### src/rtl/tiled_mm_controller_if.sv
// Memory-side bus of the tiled controller: ib/wb/ob SRAM strobes and the PE array control planes.
interface tiled_mm_controller_if #(
    parameter int ROW    = 4,
    parameter int COL    = 4,
    parameter int W_SIZE = 256,
    parameter int I_SIZE = 256,
    parameter int O_SIZE = 256
);
    logic                        wb_mem_cenb_o;
    logic                        wb_mem_wenb_o;
    logic [$clog2(W_SIZE)-1:0]   wb_mem_addr_o;
    logic                        ib_mem_cenb_o;
    logic                        ib_mem_wenb_o;
    logic [$clog2(I_SIZE)-1:0]   ib_mem_addr_o;
    logic                        ob_mem_cenb_o;
    logic                        ob_mem_wenb_o;
    logic [$clog2(O_SIZE)-1:0]   ob_mem_addr_o;
    logic                        ob_acc_o;
    logic [0:ROW-1][0:COL-1]     ctrl_load_o;
    logic [0:ROW-1][0:COL-1]     ctrl_sum_out_o;
    logic [0:ROW-1][0:COL-1]     ctrl_ps_in_o;
    logic [0:ROW-1][0:COL-1]     ctrl_ps_valid_o;

    modport master (
        output wb_mem_cenb_o, wb_mem_wenb_o, wb_mem_addr_o,
        output ib_mem_cenb_o, ib_mem_wenb_o, ib_mem_addr_o,
        output ob_mem_cenb_o, ob_mem_wenb_o, ob_mem_addr_o, ob_acc_o,
        output ctrl_load_o, ctrl_sum_out_o, ctrl_ps_in_o, ctrl_ps_valid_o
    );

    modport slave (
        input wb_mem_cenb_o, wb_mem_wenb_o, wb_mem_addr_o,
        input ib_mem_cenb_o, ib_mem_wenb_o, ib_mem_addr_o,
        input ob_mem_cenb_o, ob_mem_wenb_o, ob_mem_addr_o, ob_acc_o,
        input ctrl_load_o, ctrl_sum_out_o, ctrl_ps_in_o, ctrl_ps_valid_o
    );
endinterface

### src/rtl/tiled_mm_controller.sv
// K-tiled sequencer for the weight-stationary systolic array: reloads weights per tile,
// streams inputs and tags every output write after the first tile for accumulation.
//
// state     | meaning
// ----------+-------------------------------------------------------------
// S_IDLE    | waiting for start_i; illegal config pulses error_o
// S_LOAD    | ROW weight reads, then one ctrl_load_o cycle (c = 0..ROW)
// S_COMPUTE | input reads c < i_rows, output writes PIPE_LAT <= c
// S_DONE    | one-cycle done_o pulse
module tiled_mm_controller #(
    parameter int WIDTH     = 8,
    parameter int ROW       = 4,
    parameter int COL       = 4,
    parameter int W_SIZE    = 256,
    parameter int I_SIZE    = 256,
    parameter int O_SIZE    = 256,
    parameter int MAX_TILES = 16,
    parameter int PIPE_LAT  = ROW + COL
) (
    input  logic                          clk_i,
    input  logic                          rstn_i,
    input  logic                          start_i,
    input  logic                          abort_i,
    input  logic [$clog2(I_SIZE):0]       cfg_i_rows_i,
    input  logic [$clog2(MAX_TILES):0]    cfg_n_tiles_i,
    input  logic [$clog2(W_SIZE)-1:0]     cfg_w_offset_i,
    input  logic [$clog2(I_SIZE)-1:0]     cfg_i_offset_i,
    input  logic [$clog2(O_SIZE)-1:0]     cfg_o_offset_i,
    output logic                          busy_o,
    output logic                          done_o,
    output logic                          error_o,
    tiled_mm_controller_if.master         bus
);
    localparam int WAW = $clog2(W_SIZE);
    localparam int IAW = $clog2(I_SIZE);
    localparam int OAW = $clog2(O_SIZE);
    localparam int IRW = $clog2(I_SIZE) + 1;
    localparam int TW  = $clog2(MAX_TILES) + 1;
    localparam int CW  = IRW + 1;

    // The compute counter must reach i_rows + PIPE_LAT - 1 for the widest i_rows.
    if (WIDTH < 1 || PIPE_LAT < 1 || PIPE_LAT >= (1 << IRW)) begin : g_bad_params
        $error("tiled_mm_controller: WIDTH/PIPE_LAT out of range");
    end

    typedef enum logic [1:0] {S_IDLE, S_LOAD, S_COMPUTE, S_DONE} state_t;

    state_t          st, st_n;
    logic [CW-1:0]   c, c_n;
    logic [TW-1:0]   t, t_n;
    logic [IRW-1:0]  i_rows_q, i_rows_n;
    logic [TW-1:0]   n_tiles_q, n_tiles_n;
    logic [WAW-1:0]  w_off_q, w_off_n;
    logic [IAW-1:0]  i_off_q, i_off_n;
    logic [OAW-1:0]  o_off_q, o_off_n;
    logic            err_n, cfg_bad, c_last;

    logic                    wb_cenb_d, ib_cenb_d, ob_cenb_d, acc_d;
    logic [WAW-1:0]          wb_addr_d;
    logic [IAW-1:0]          ib_addr_d;
    logic [OAW-1:0]          ob_addr_d;
    logic [0:ROW-1][0:COL-1] load_d, sum_d, pv_d;

    assign cfg_bad = (cfg_i_rows_i == '0) || (cfg_n_tiles_i == '0) ||
                     (int'(cfg_n_tiles_i) > MAX_TILES);
    assign c_last  = (int'(c) == int'(i_rows_q) + PIPE_LAT - 1);

    always_comb begin
        st_n      = st;
        c_n       = c;
        t_n       = t;
        i_rows_n  = i_rows_q;
        n_tiles_n = n_tiles_q;
        w_off_n   = w_off_q;
        i_off_n   = i_off_q;
        o_off_n   = o_off_q;
        err_n     = 1'b0;
        if (abort_i) begin
            st_n = S_IDLE;
            c_n  = '0;
            t_n  = '0;
        end else begin
            case (st)
                S_IDLE: begin
                    if (start_i) begin
                        if (cfg_bad) begin
                            err_n = 1'b1;
                        end else begin
                            i_rows_n  = cfg_i_rows_i;
                            n_tiles_n = cfg_n_tiles_i;
                            w_off_n   = cfg_w_offset_i;
                            i_off_n   = cfg_i_offset_i;
                            o_off_n   = cfg_o_offset_i;
                            c_n       = '0;
                            t_n       = '0;
                            st_n      = S_LOAD;
                        end
                    end
                end
                S_LOAD: begin
                    if (int'(c) == ROW) begin
                        st_n = S_COMPUTE;
                        c_n  = '0;
                    end else begin
                        c_n = c + CW'(1);
                    end
                end
                S_COMPUTE: begin
                    if (c_last) begin
                        c_n = '0;
                        if (int'(t) + 1 < int'(n_tiles_q)) begin
                            t_n  = t + TW'(1);
                            st_n = S_LOAD;
                        end else begin
                            st_n = S_DONE;
                        end
                    end else begin
                        c_n = c + CW'(1);
                    end
                end
                default: begin
                    st_n = S_IDLE;
                    c_n  = '0;
                end
            endcase
        end
    end

    // Outputs decode the upcoming state/counter so they line up with the cycle the state is held.
    always_comb begin
        wb_cenb_d = 1'b1;
        wb_addr_d = '0;
        ib_cenb_d = 1'b1;
        ib_addr_d = '0;
        ob_cenb_d = 1'b1;
        ob_addr_d = '0;
        acc_d     = 1'b0;
        load_d    = '0;
        sum_d     = '1;
        pv_d      = '0;
        case (st_n)
            S_LOAD: begin
                sum_d = '0;
                if (int'(c_n) < ROW) begin
                    wb_cenb_d = 1'b0;
                    wb_addr_d = w_off_n + WAW'(int'(t_n) * ROW) + WAW'(c_n);
                end else begin
                    load_d = '1;
                end
            end
            S_COMPUTE: begin
                if (int'(c_n) < int'(i_rows_n)) begin
                    ib_cenb_d = 1'b0;
                    ib_addr_d = i_off_n + IAW'(int'(t_n) * int'(i_rows_n)) + IAW'(c_n);
                end
                if (int'(c_n) >= PIPE_LAT) begin
                    ob_cenb_d = 1'b0;
                    ob_addr_d = o_off_n + OAW'(int'(c_n) - PIPE_LAT);
                    acc_d     = (t_n != '0);
                end
                for (int r = 0; r < ROW; r++) begin
                    if (int'(c_n) >= r && int'(c_n) < int'(i_rows_n) + r) pv_d[r] = '1;
                end
            end
            default: ;
        endcase
    end

    always_ff @(posedge clk_i) begin
        if (!rstn_i) begin
            st                  <= S_IDLE;
            c                   <= '0;
            t                   <= '0;
            i_rows_q            <= '0;
            n_tiles_q           <= '0;
            w_off_q             <= '0;
            i_off_q             <= '0;
            o_off_q             <= '0;
            busy_o              <= 1'b0;
            done_o              <= 1'b0;
            error_o             <= 1'b0;
            bus.wb_mem_cenb_o   <= 1'b1;
            bus.wb_mem_addr_o   <= '0;
            bus.ib_mem_cenb_o   <= 1'b1;
            bus.ib_mem_addr_o   <= '0;
            bus.ob_mem_cenb_o   <= 1'b1;
            bus.ob_mem_wenb_o   <= 1'b1;
            bus.ob_mem_addr_o   <= '0;
            bus.ob_acc_o        <= 1'b0;
            bus.ctrl_load_o     <= '0;
            bus.ctrl_sum_out_o  <= '1;
            bus.ctrl_ps_valid_o <= '0;
        end else begin
            st                  <= st_n;
            c                   <= c_n;
            t                   <= t_n;
            i_rows_q            <= i_rows_n;
            n_tiles_q           <= n_tiles_n;
            w_off_q             <= w_off_n;
            i_off_q             <= i_off_n;
            o_off_q             <= o_off_n;
            busy_o              <= (st_n == S_LOAD) || (st_n == S_COMPUTE);
            done_o              <= (st_n == S_DONE);
            error_o             <= err_n;
            bus.wb_mem_cenb_o   <= wb_cenb_d;
            bus.wb_mem_addr_o   <= wb_addr_d;
            bus.ib_mem_cenb_o   <= ib_cenb_d;
            bus.ib_mem_addr_o   <= ib_addr_d;
            bus.ob_mem_cenb_o   <= ob_cenb_d;
            bus.ob_mem_wenb_o   <= ob_cenb_d;
            bus.ob_mem_addr_o   <= ob_addr_d;
            bus.ob_acc_o        <= acc_d;
            bus.ctrl_load_o     <= load_d;
            bus.ctrl_sum_out_o  <= sum_d;
            bus.ctrl_ps_valid_o <= pv_d;
        end
    end

    assign bus.wb_mem_wenb_o = 1'b1;
    assign bus.ib_mem_wenb_o = 1'b1;

    // Partial sums enter only at the top row; never changes at run time.
    always_comb begin
        bus.ctrl_ps_in_o    = '0;
        bus.ctrl_ps_in_o[0] = '1;
    end
endmodule

### src/flat_wrapper.sv
// flat-port wrapper written by rule: the top's interface ports become plain ports
module tiled_mm_controller_flat 
#(
    parameter int WIDTH     = 8,
    parameter int ROW       = 4,
    parameter int COL       = 4,
    parameter int W_SIZE    = 256,
    parameter int I_SIZE    = 256,
    parameter int O_SIZE    = 256,
    parameter int MAX_TILES = 16,
    parameter int PIPE_LAT  = ROW + COL
)
  (clk_i, rstn_i, start_i, abort_i, cfg_i_rows_i, cfg_n_tiles_i, cfg_w_offset_i, cfg_i_offset_i, cfg_o_offset_i, busy_o, done_o, error_o, bus_wb_mem_cenb_o, bus_wb_mem_wenb_o, bus_wb_mem_addr_o, bus_ib_mem_cenb_o, bus_ib_mem_wenb_o, bus_ib_mem_addr_o, bus_ob_mem_cenb_o, bus_ob_mem_wenb_o, bus_ob_mem_addr_o, bus_ob_acc_o, bus_ctrl_load_o, bus_ctrl_sum_out_o, bus_ctrl_ps_in_o, bus_ctrl_ps_valid_o);
  tiled_mm_controller_if #(.ROW(ROW), .COL(COL), .W_SIZE(W_SIZE), .I_SIZE(I_SIZE), .O_SIZE(O_SIZE)) bus_i ();
  input  logic clk_i;
  input  logic rstn_i;
  input  logic start_i;
  input  logic abort_i;
  input  logic [$clog2(I_SIZE):0] cfg_i_rows_i;
  input  logic [$clog2(MAX_TILES):0] cfg_n_tiles_i;
  input  logic [$clog2(W_SIZE)-1:0] cfg_w_offset_i;
  input  logic [$clog2(I_SIZE)-1:0] cfg_i_offset_i;
  input  logic [$clog2(O_SIZE)-1:0] cfg_o_offset_i;
  output logic busy_o;
  output logic done_o;
  output logic error_o;
  output wire logic [$bits(bus_i.wb_mem_cenb_o)-1:0] bus_wb_mem_cenb_o;
  output wire logic [$bits(bus_i.wb_mem_wenb_o)-1:0] bus_wb_mem_wenb_o;
  output wire logic [$bits(bus_i.wb_mem_addr_o)-1:0] bus_wb_mem_addr_o;
  output wire logic [$bits(bus_i.ib_mem_cenb_o)-1:0] bus_ib_mem_cenb_o;
  output wire logic [$bits(bus_i.ib_mem_wenb_o)-1:0] bus_ib_mem_wenb_o;
  output wire logic [$bits(bus_i.ib_mem_addr_o)-1:0] bus_ib_mem_addr_o;
  output wire logic [$bits(bus_i.ob_mem_cenb_o)-1:0] bus_ob_mem_cenb_o;
  output wire logic [$bits(bus_i.ob_mem_wenb_o)-1:0] bus_ob_mem_wenb_o;
  output wire logic [$bits(bus_i.ob_mem_addr_o)-1:0] bus_ob_mem_addr_o;
  output wire logic [$bits(bus_i.ob_acc_o)-1:0] bus_ob_acc_o;
  output wire logic [$bits(bus_i.ctrl_load_o)-1:0] bus_ctrl_load_o;
  output wire logic [$bits(bus_i.ctrl_sum_out_o)-1:0] bus_ctrl_sum_out_o;
  output wire logic [$bits(bus_i.ctrl_ps_in_o)-1:0] bus_ctrl_ps_in_o;
  output wire logic [$bits(bus_i.ctrl_ps_valid_o)-1:0] bus_ctrl_ps_valid_o;
  assign bus_wb_mem_cenb_o = bus_i.wb_mem_cenb_o;
  assign bus_wb_mem_wenb_o = bus_i.wb_mem_wenb_o;
  assign bus_wb_mem_addr_o = bus_i.wb_mem_addr_o;
  assign bus_ib_mem_cenb_o = bus_i.ib_mem_cenb_o;
  assign bus_ib_mem_wenb_o = bus_i.ib_mem_wenb_o;
  assign bus_ib_mem_addr_o = bus_i.ib_mem_addr_o;
  assign bus_ob_mem_cenb_o = bus_i.ob_mem_cenb_o;
  assign bus_ob_mem_wenb_o = bus_i.ob_mem_wenb_o;
  assign bus_ob_mem_addr_o = bus_i.ob_mem_addr_o;
  assign bus_ob_acc_o = bus_i.ob_acc_o;
  assign bus_ctrl_load_o = bus_i.ctrl_load_o;
  assign bus_ctrl_sum_out_o = bus_i.ctrl_sum_out_o;
  assign bus_ctrl_ps_in_o = bus_i.ctrl_ps_in_o;
  assign bus_ctrl_ps_valid_o = bus_i.ctrl_ps_valid_o;
  tiled_mm_controller #(.WIDTH(WIDTH), .ROW(ROW), .COL(COL), .W_SIZE(W_SIZE), .I_SIZE(I_SIZE), .O_SIZE(O_SIZE), .MAX_TILES(MAX_TILES), .PIPE_LAT(PIPE_LAT)) u_core (.clk_i(clk_i), .rstn_i(rstn_i), .start_i(start_i), .abort_i(abort_i), .cfg_i_rows_i(cfg_i_rows_i), .cfg_n_tiles_i(cfg_n_tiles_i), .cfg_w_offset_i(cfg_w_offset_i), .cfg_i_offset_i(cfg_i_offset_i), .cfg_o_offset_i(cfg_o_offset_i), .busy_o(busy_o), .done_o(done_o), .error_o(error_o), .bus(bus_i));
endmodule
### config.mk
export PLATFORM = sky130hd
export DESIGN_NAME = tiled_mm_controller_flat
export DESIGN_NICKNAME = d
export VERILOG_FILES = /design/src/rtl/tiled_mm_controller_if.sv /design/src/rtl/tiled_mm_controller.sv /design/src/flat_wrapper.sv
export SDC_FILE = /design/constraint.sdc
export NUM_CORES = 1
export LEC_CHECK = 0
export CORE_MARGIN = 5
export CORE_UTILIZATION = 60
export CTS_BUF_LIST = sky130_fd_sc_hd__clkbuf_4
export CTS_CLUSTER_SIZE = 30
export DETAILED_ROUTE_END_ITERATION = 8
export PLACE_DENSITY = 0.95
export SLEW_MARGIN = 10
export SYNTH_ARGS = -nofsm -noshare
export SYNTH_HDL_FRONTEND = slang
export SYNTH_SLANG_ARGS = --single-unit
### constraint.sdc
create_clock -name clk_i -period 16.1 [get_ports clk_i]
set_input_delay 1.61 -clock clk_i [delete_from_list [all_inputs] [get_ports clk_i]]
set_output_delay 1.61 -clock clk_i [all_outputs]
set_load 0.005 [all_outputs]
==> impl_results.md, run 1 <==
* Status: finished, final reports clean
* Chip width at 125.4 um
* Register Area at 1842 sq um
* # fillers at 1008
* Worst path bufs/invs at 3
* First-pass GRT wire length at 34.27 mm
* FMAX at 117.4 MHz
* Maximum VDD drop at 0.04792 mV
* Fin crit period at 8.520 ns
* # diodes at 0
* Vias in the first global route at 7002
* Total wire length at 20.97 mm
* Multi-input logic area at 5311 sq um
* Maxcap violations at 0
* Final ANT Viol Nets at 0
* Overflow after GRT at 0
* Placeable core area at 13140 sq um
* Synthesis Warnings at 0
* Util after Layout at 69.27%
* Post-detail-place hpwl at 16.37 mm
* Final Hold Fails at 0
* Clk buf depth at 2
* Post-synth ARST share at 0%
* H-tree Lvls at 3
* Io pins at 140
* Register area share after synthesis at 23.06%
* Post-CTS setup repair buffer count at 0
* GPL Wtd Cong at 0.9558
* Synth unique cells at 75
* Top delay family on crit path: simple AND/OR/NAND/NOR gates
* Pleak at 0.003983 uW
* Crit path launch type: register
* Setup-failing EPs final at 0
* Max FO, Critical Path at 13
* Clock transition at path regs at 0.17 ns
* Required time worst endpoint at 16.52 ns
* Unrepaired setup endpoints after global routing: false
* Post-cts hold buffer count at 0
* Sink Count at 92
* Synth Area per Inst at 8.347 sq um
* GRT Total Usage at 26.50%
* Nets at 1182
* Critical path type: register to register
* Area after DPL at 8952 sq um
* Post-synthesis instance total at 957
* DR vias at 6968
* Port buffer count at 121
* Crit-path most repeated cell: ha_1
* Row count at 42
* Hold WC Path Type: register to register
* Area Growth Syn to Fin at 13.93%
* Measured slew at the worst slew-check pin at 0.9850 ns
* EDFF count, synth at 0
* Root Driver: clkbuf_4
* Max_slew headroom at 32.45%
* Starting Density at 60.80%
* Drt first pass iters at 7
* Setup Skew at 0.02708 ns
* Crit path DAT at 8.94 ns
* Post-CTS Resized at 0
* Primary FF master, synth: dfxtp_1
* Fin Setup TNS at 0 ns
* Period utilization at 52.92%
* Die H at 125.4 um
* Die ar. at 15720 sq um
* Vias per cell at 5.792
* DR WL/cell at 17.43 um
* DR DRC count at 0
* Slowest CP cell: dfxtp_1
* Synthesized cell area at 7988 sq um
* Total CTS buffers at 9
* Crit end category: register
* Initial antenna violation count at 0
* Drt initial violations at 705
* Synth Register Bits at 92
* CTS tree: built
* Largest net degree at the start of global routing at 43
* Slew Limit Fails at 0
* Design area at 9100 sq um
* Largest stage delay on the critical path at 0.67 ns
* Power Density at 51.67 nW/um^2
* Layout cell share with drive strength beyond 1 at 5.842%
* Worst-Skew Late Latency at 0.49 ns
placed cells by master (no fill, tap or decap), drive strengths merged, types with 22 or more instances in the layout:
master and instances:
dfxtp 92, ha 89, o21ai 25, a21oi 51, fa 29, nand3 22
xnor2 47, nor2 104, a21o 23, inv 79, clkdlybuf4s50 121, nand2 93
xor2 23, nor3 26
worst reg2reg max path, delay by kind of cell, from the launching register on:
family,cells,cell delay (ns)
AND/OR/NAND/NOR,12,2.81
buffers and inverters,3,0.19
flip-flops,1,0.67
AO/OA/AOI/OAI,6,1.05
XOR/XNOR,5,1.07
adder cells (fa/ha/maj),7,2.68
final timing paths:
| path | start | slack, ns | depth (start not counted) | to |
|---|---|---|---|---|
| worst max-delay path | u_core.i_rows_q[3]$_SDFF_PN0_ | 7.58 | 33 | u_core.bus.ib_mem_addr_o[7]$_SDFF_PN0_ |
| worst min-delay path | u_core.w_off_q[5]$_SDFF_PN0_ | 0.48 | 2 | u_core.w_off_q[5]$_SDFF_PN0_ |
| worst max register to register | u_core.i_rows_q[3]$_SDFF_PN0_ | 7.58 | 33 | u_core.bus.ib_mem_addr_o[7]$_SDFF_PN0_ |
| worst min register to register | u_core.w_off_q[5]$_SDFF_PN0_ | 0.48 | 2 | u_core.w_off_q[5]$_SDFF_PN0_ |
sequential cells by signal, indices dropped and copies added (netlist names), 2 cells and up:
signal	count
u_core.i_rows_q	9
u_core.o_off_q	8
u_core.c	10
u_core.bus.wb_mem_addr_o	8
u_core.t	5
u_core.w_off_q	8
u_core.i_off_q	8
u_core.bus.ib_mem_addr_o	8
u_core.n_tiles_q	5
u_core.bus.ctrl_ps_valid_o	4
u_core.bus.ob_mem_addr_o	8
u_core.st	2
cell usage after synthesis (all sizes together) (3+ instances only):
cell	instances	share of area [%]
a211oi	6	0.63
a21boi	3	0.33
a21o	23	2.2
a21oi	51	3.2
a31oi	15	1.3
and2	11	0.86
and3	9	0.70
buf	69	6.5
clkbuf	25	1.2
dfxtp	92	23
fa	29	7.3
ha	89	14
inv	74	3.5
mux2i	20	2.5
nand2	93	4.4
nand2b	10	0.78
nand3	22	1.6
nand3b	7	0.81
nand4	10	0.78
nor2	104	4.9
nor2b	10	0.78
nor3	26	2.0
nor3b	7	0.78
nor4	6	0.63
nor4b	5	0.74
o2111ai	5	0.63
o211ai	4	0.38
o21a	6	0.56
o21ai	25	1.8
or3	3	0.23
xnor2	47	5.5
xor2	23	2.5
through the flow:
stage,hold slack [ns],setup slack (ns),total power [uW],std cells
after detailed placement,0.4573,7.494,330.6,1187
after CTS,0.4778,7.709,471.3,1203
final,0.4768,7.580,470.2,1203
after global routing,0.4986,7.159,492.1,1203
after global placement,0.4465,7.663,327.3,1187
after floorplan,0.4363,7.945,303.7,973
cell families after synthesis:
family / Yosys count / share of synthesized area (%)
mux: 21 / 2.694
simple gates: 329 / 20.69
buf+inv: 170 / 11.22
fa+ha+maj: 118 / 21.21
compound gates: 154 / 12.75
other cells: 2 / 0.09402
flops: 92 / 23.06
xor+xnor: 71 / 8.286
layout make-up:
| cell class | count | share of cell area [%] |
|---|---|---|
| Multi-Input combinational cell | 711 | 58.37 |
| Sequential cell | 92 | 20.24 |
| Timing Repair Buffer | 132 | 14.22 |
| Inverter | 76 | 3.135 |
| Tap cell | 176 | 2.420 |
| Clock inverter | 7 | 0.8800 |
| Clock buffer | 9 | 0.7425 |
power breakdown:
part | leakage (uW) | total (uW) | internal [uW] | switching (uW)
Sequential | 0.000744 | 236 | 232 | 4.11
Combinational | 0.00316 | 91.8 | 40.6 | 51.2
Clock | 0.0000813 | 142 | 50.2 | 92.1
Total | 0.00398 | 470 | 323 | 147
layer usage:
layer / share of wire [%] / wire length [um] / global-route usage [%]
met1: 39 / 8190 / 31.80
met2: 49 / 10250 / 45.65
met3: 7.7 / 1608 / 4.392
met4: 4.4 / 919 / 13.78
met5: 0 / 0 / 0
(Power assumes the default switching activity.)
==> run 2: changes to the inputs <==
--- a/config.mk
+++ b/config.mk
@@ -6,11 +6,11 @@
 export NUM_CORES = 1
 export LEC_CHECK = 0
 export CORE_MARGIN = 5
-export CORE_UTILIZATION = 60
+export CORE_UTILIZATION = 56
 export CTS_BUF_LIST = sky130_fd_sc_hd__clkbuf_4
 export CTS_CLUSTER_SIZE = 30
 export DETAILED_ROUTE_END_ITERATION = 8
-export PLACE_DENSITY = 0.95
+export PLACE_DENSITY = 0.94
 export SLEW_MARGIN = 10
 export SYNTH_ARGS = -nofsm -noshare
 export SYNTH_HDL_FRONTEND = slang
==> constraint.sdc (replaced) <==
create_clock -name clk_i -period 8.9 [get_ports clk_i]
set_input_delay 0.89 -clock clk_i [delete_from_list [all_inputs] [get_ports clk_i]]
set_output_delay 0.89 -clock clk_i [all_outputs]
set_load 0.005 [all_outputs]
==> impl_results.md, run 2 (synthesis results as in run 1) <==
* Status: finished, final reports clean
* Maximum VDD drop at 0.06389 mV
* Nets at 1183
* Setup Skew at 0.02300 ns
* Post-CTS setup repair buffer count at 0
* Layout cell share with drive strength beyond 1 at 6.031%
* Area after DPL at 8965 sq um
* GR Util met2 at 44.05%
* Placeable core area at 13930 sq um
* DR vias at 7023
* Max_slew headroom at 44.90%
* Io pins at 140
* GRT busiest layer: met2
* Worst Min Path Start: u_core.n_tiles_q[2]$_SDFFE_PN0P_
* FMAX at 121.0 MHz
* Row count at 43
* Critical path type: register to register
* Fin Setup TNS at 0 ns
* Worst Reg-to-Reg Cells at 33
* GRT Total Usage at 25.92%
* H-tree Lvls at 3
* Crit path launch type: register
* Hold WC Path Type: register to register
* Final Hold Fails at 0
* Max FFs per register at 10
* Crit end category: register
* Largest net degree at the start of global routing at 52
* Vias per cell at 5.814
* Hold Path Depth at 2
* Fin crit period at 8.264 ns
* Crit-path most repeated cell: ha_1
* Slew Limit Fails at 0
* Power Density at 90.68 nW/um^2
* Drt first pass iters at 5
* Die ar. at 16750 sq um
* Total CTS buffers at 9
* Worst hold slack at 0.4709 ns
* Post-CTS Resized at 0
* Starting Density at 57.32%
* # diodes at 0
* Design area at 9094 sq um
* CTS tree: built
* Hold endpoint: u_core.n_tiles_q[2]$_SDFFE_PN0P_
* Worst-Skew Late Latency at 0.49 ns
* Post-detail-place hpwl at 16.70 mm
* Measured slew at the worst slew-check pin at 0.8035 ns
* Drt initial violations at 768
* Multi-input logic area at 5311 sq um
* Vias in the first global route at 7116
* Required time worst endpoint at 9.31 ns
* Largest registers: u_core.c (10), u_core.i_rows_q (9)
* Util after Layout at 65.26%
* Sink Count at 92
* Post-cts hold buffer count at 0
* Unrepaired setup endpoints after global routing: false
* Reg-to-Reg End: u_core.bus.ib_mem_addr_o[7]$_SDFF_PN0_
* Maxcap violations at 0
* GPL Wtd Cong at 0.9511
* Met1 Resource Use GR at 30.89%
* Port buffer count at 121
* Pleak at 0.003975 uW
* Register Area at 1842 sq um
* Die H at 129.4 um
* Largest stage delay on the critical path at 0.52 ns
* Overflow after GRT at 0
* Total wire length at 21.47 mm
* Reg2reg setup slack at 0.64 ns
* Final ANT Viol Nets at 0
* Reg with most FFs: u_core.c
* # fillers at 1110
* Clock transition at path regs at 0.16 ns
* DR WL/cell at 17.77 um
* Setup-failing EPs final at 0
* First-pass GRT wire length at 34.64 mm
* Slowest CP cell: fa_1
* Initial antenna violation count at 0
* Grt met3 use at 4.823%
* Most common cell after layout, fill and taps aside: clkdlybuf4s50_1
* Root Driver: clkbuf_4
* DR DRC count at 0
* Worst R2R Start: u_core.i_rows_q[3]$_SDFF_PN0_
* Max FO, Critical Path at 13
* Clk buf depth at 2
* Period utilization at 92.85%
* Commonest non-fill, non-tap cells in the layout: 121 x clkdlybuf4s50_1, 103 x nor2_1, 93 x nand2_1
* Area Growth Syn to Fin at 13.85%
* Crit path DAT at 8.68 ns
* Chip width at 129.4 um
run 2: cell types whose count changed in the layout (fill, tap and decap cells not counted), sizes merged:
| cell | change |
|---|---|
| clkbuf | +1 |
| clkinvlp | +1 |
| inv | -1 |
| bufinv | -1 |
| buf | +1 |
run 2: cell type report:
cell class / count / area share, %
well taps: 180 / 2.477
clock buffers: 10 / 0.8255
clock inverters: 6 / 0.5916
multi-input cells: 711 / 58.41
flip-flops and latches: 92 / 20.25
repair buffers: 133 / 14.31
inverters: 76 / 3.137
run 2: per-layer routing:
layer  up-vias  share of wire, %
met1      3292                38
met5         -                 0
met4         0               6.0
li1       3284                 -
met3       104               8.0
met2       343                48
run 2: critical path, delay by kind of cell, from the launching register on:
family,cells,cell delay (ns)
and+or+nand+nor,11,2.70
DFF,1,0.46
AOI/OAI and AO/OA,7,1.26
buffers and inverters,3,0.18
adders and majority gates,7,2.55
xor gates and xnor gates,5,1.07
run 2: worst max-delay path by stage:
stage	end	from	slack, ns	cells after the start
2_1_floorplan	u_core.bus.ib_mem_addr_o[7]$_SDFF_PN0_	abort_i	1.47	24
3_5_place_dp	u_core.bus.ib_mem_addr_o[7]$_SDFF_PN0_	u_core.i_rows_q[3]$_SDFF_PN0_	0.77	33
4_1_cts	u_core.bus.ib_mem_addr_o[7]$_SDFF_PN0_	u_core.i_rows_q[3]$_SDFF_PN0_	0.71	33
5_1_grt	u_core.bus.ib_mem_addr_o[7]$_SDFF_PN0_	u_core.i_rows_q[3]$_SDFF_PN0_	0.04	33
6_report	u_core.bus.ib_mem_addr_o[7]$_SDFF_PN0_	u_core.i_rows_q[3]$_SDFF_PN0_	0.64	33
3_3_place_gp	u_core.bus.ib_mem_addr_o[7]$_SDFF_PN0_	u_core.i_rows_q[3]$_SDFF_PN0_	1.06	31
run 2: per-stage QoR:
step | power, uW | cells | setup slack, ns
global route | 859.6 | 1208 | 0.04046
floorplan | 549.3 | 973 | 1.465
CTS | 826.0 | 1208 | 0.7123
global placement | 594.8 | 1192 | 1.061
finish | 824.7 | 1208 | 0.6360
detailed placement | 600.5 | 1192 | 0.7663
run 2: report_power, final:
| part | switching, uW | internal (uW) |
|---|---|---|
| registers | 7.20 | 420 |
| logic | 94.6 | 73.8 |
| clock network | 163 | 66.1 |
| total | 265 | 560 |
==> run 3: changes to the inputs <==
--- a/config.mk
+++ b/config.mk
@@ -8,7 +8,7 @@
 export CORE_MARGIN = 5
 export CORE_UTILIZATION = 56
 export CTS_BUF_LIST = sky130_fd_sc_hd__clkbuf_4
-export CTS_CLUSTER_SIZE = 30
+export CTS_CLUSTER_SIZE = 20
 export DETAILED_ROUTE_END_ITERATION = 8
 export PLACE_DENSITY = 0.94
 export SLEW_MARGIN = 10
==> results of run 3 <==
No change in the layout: final DEF, timing and power equal those of run 2.
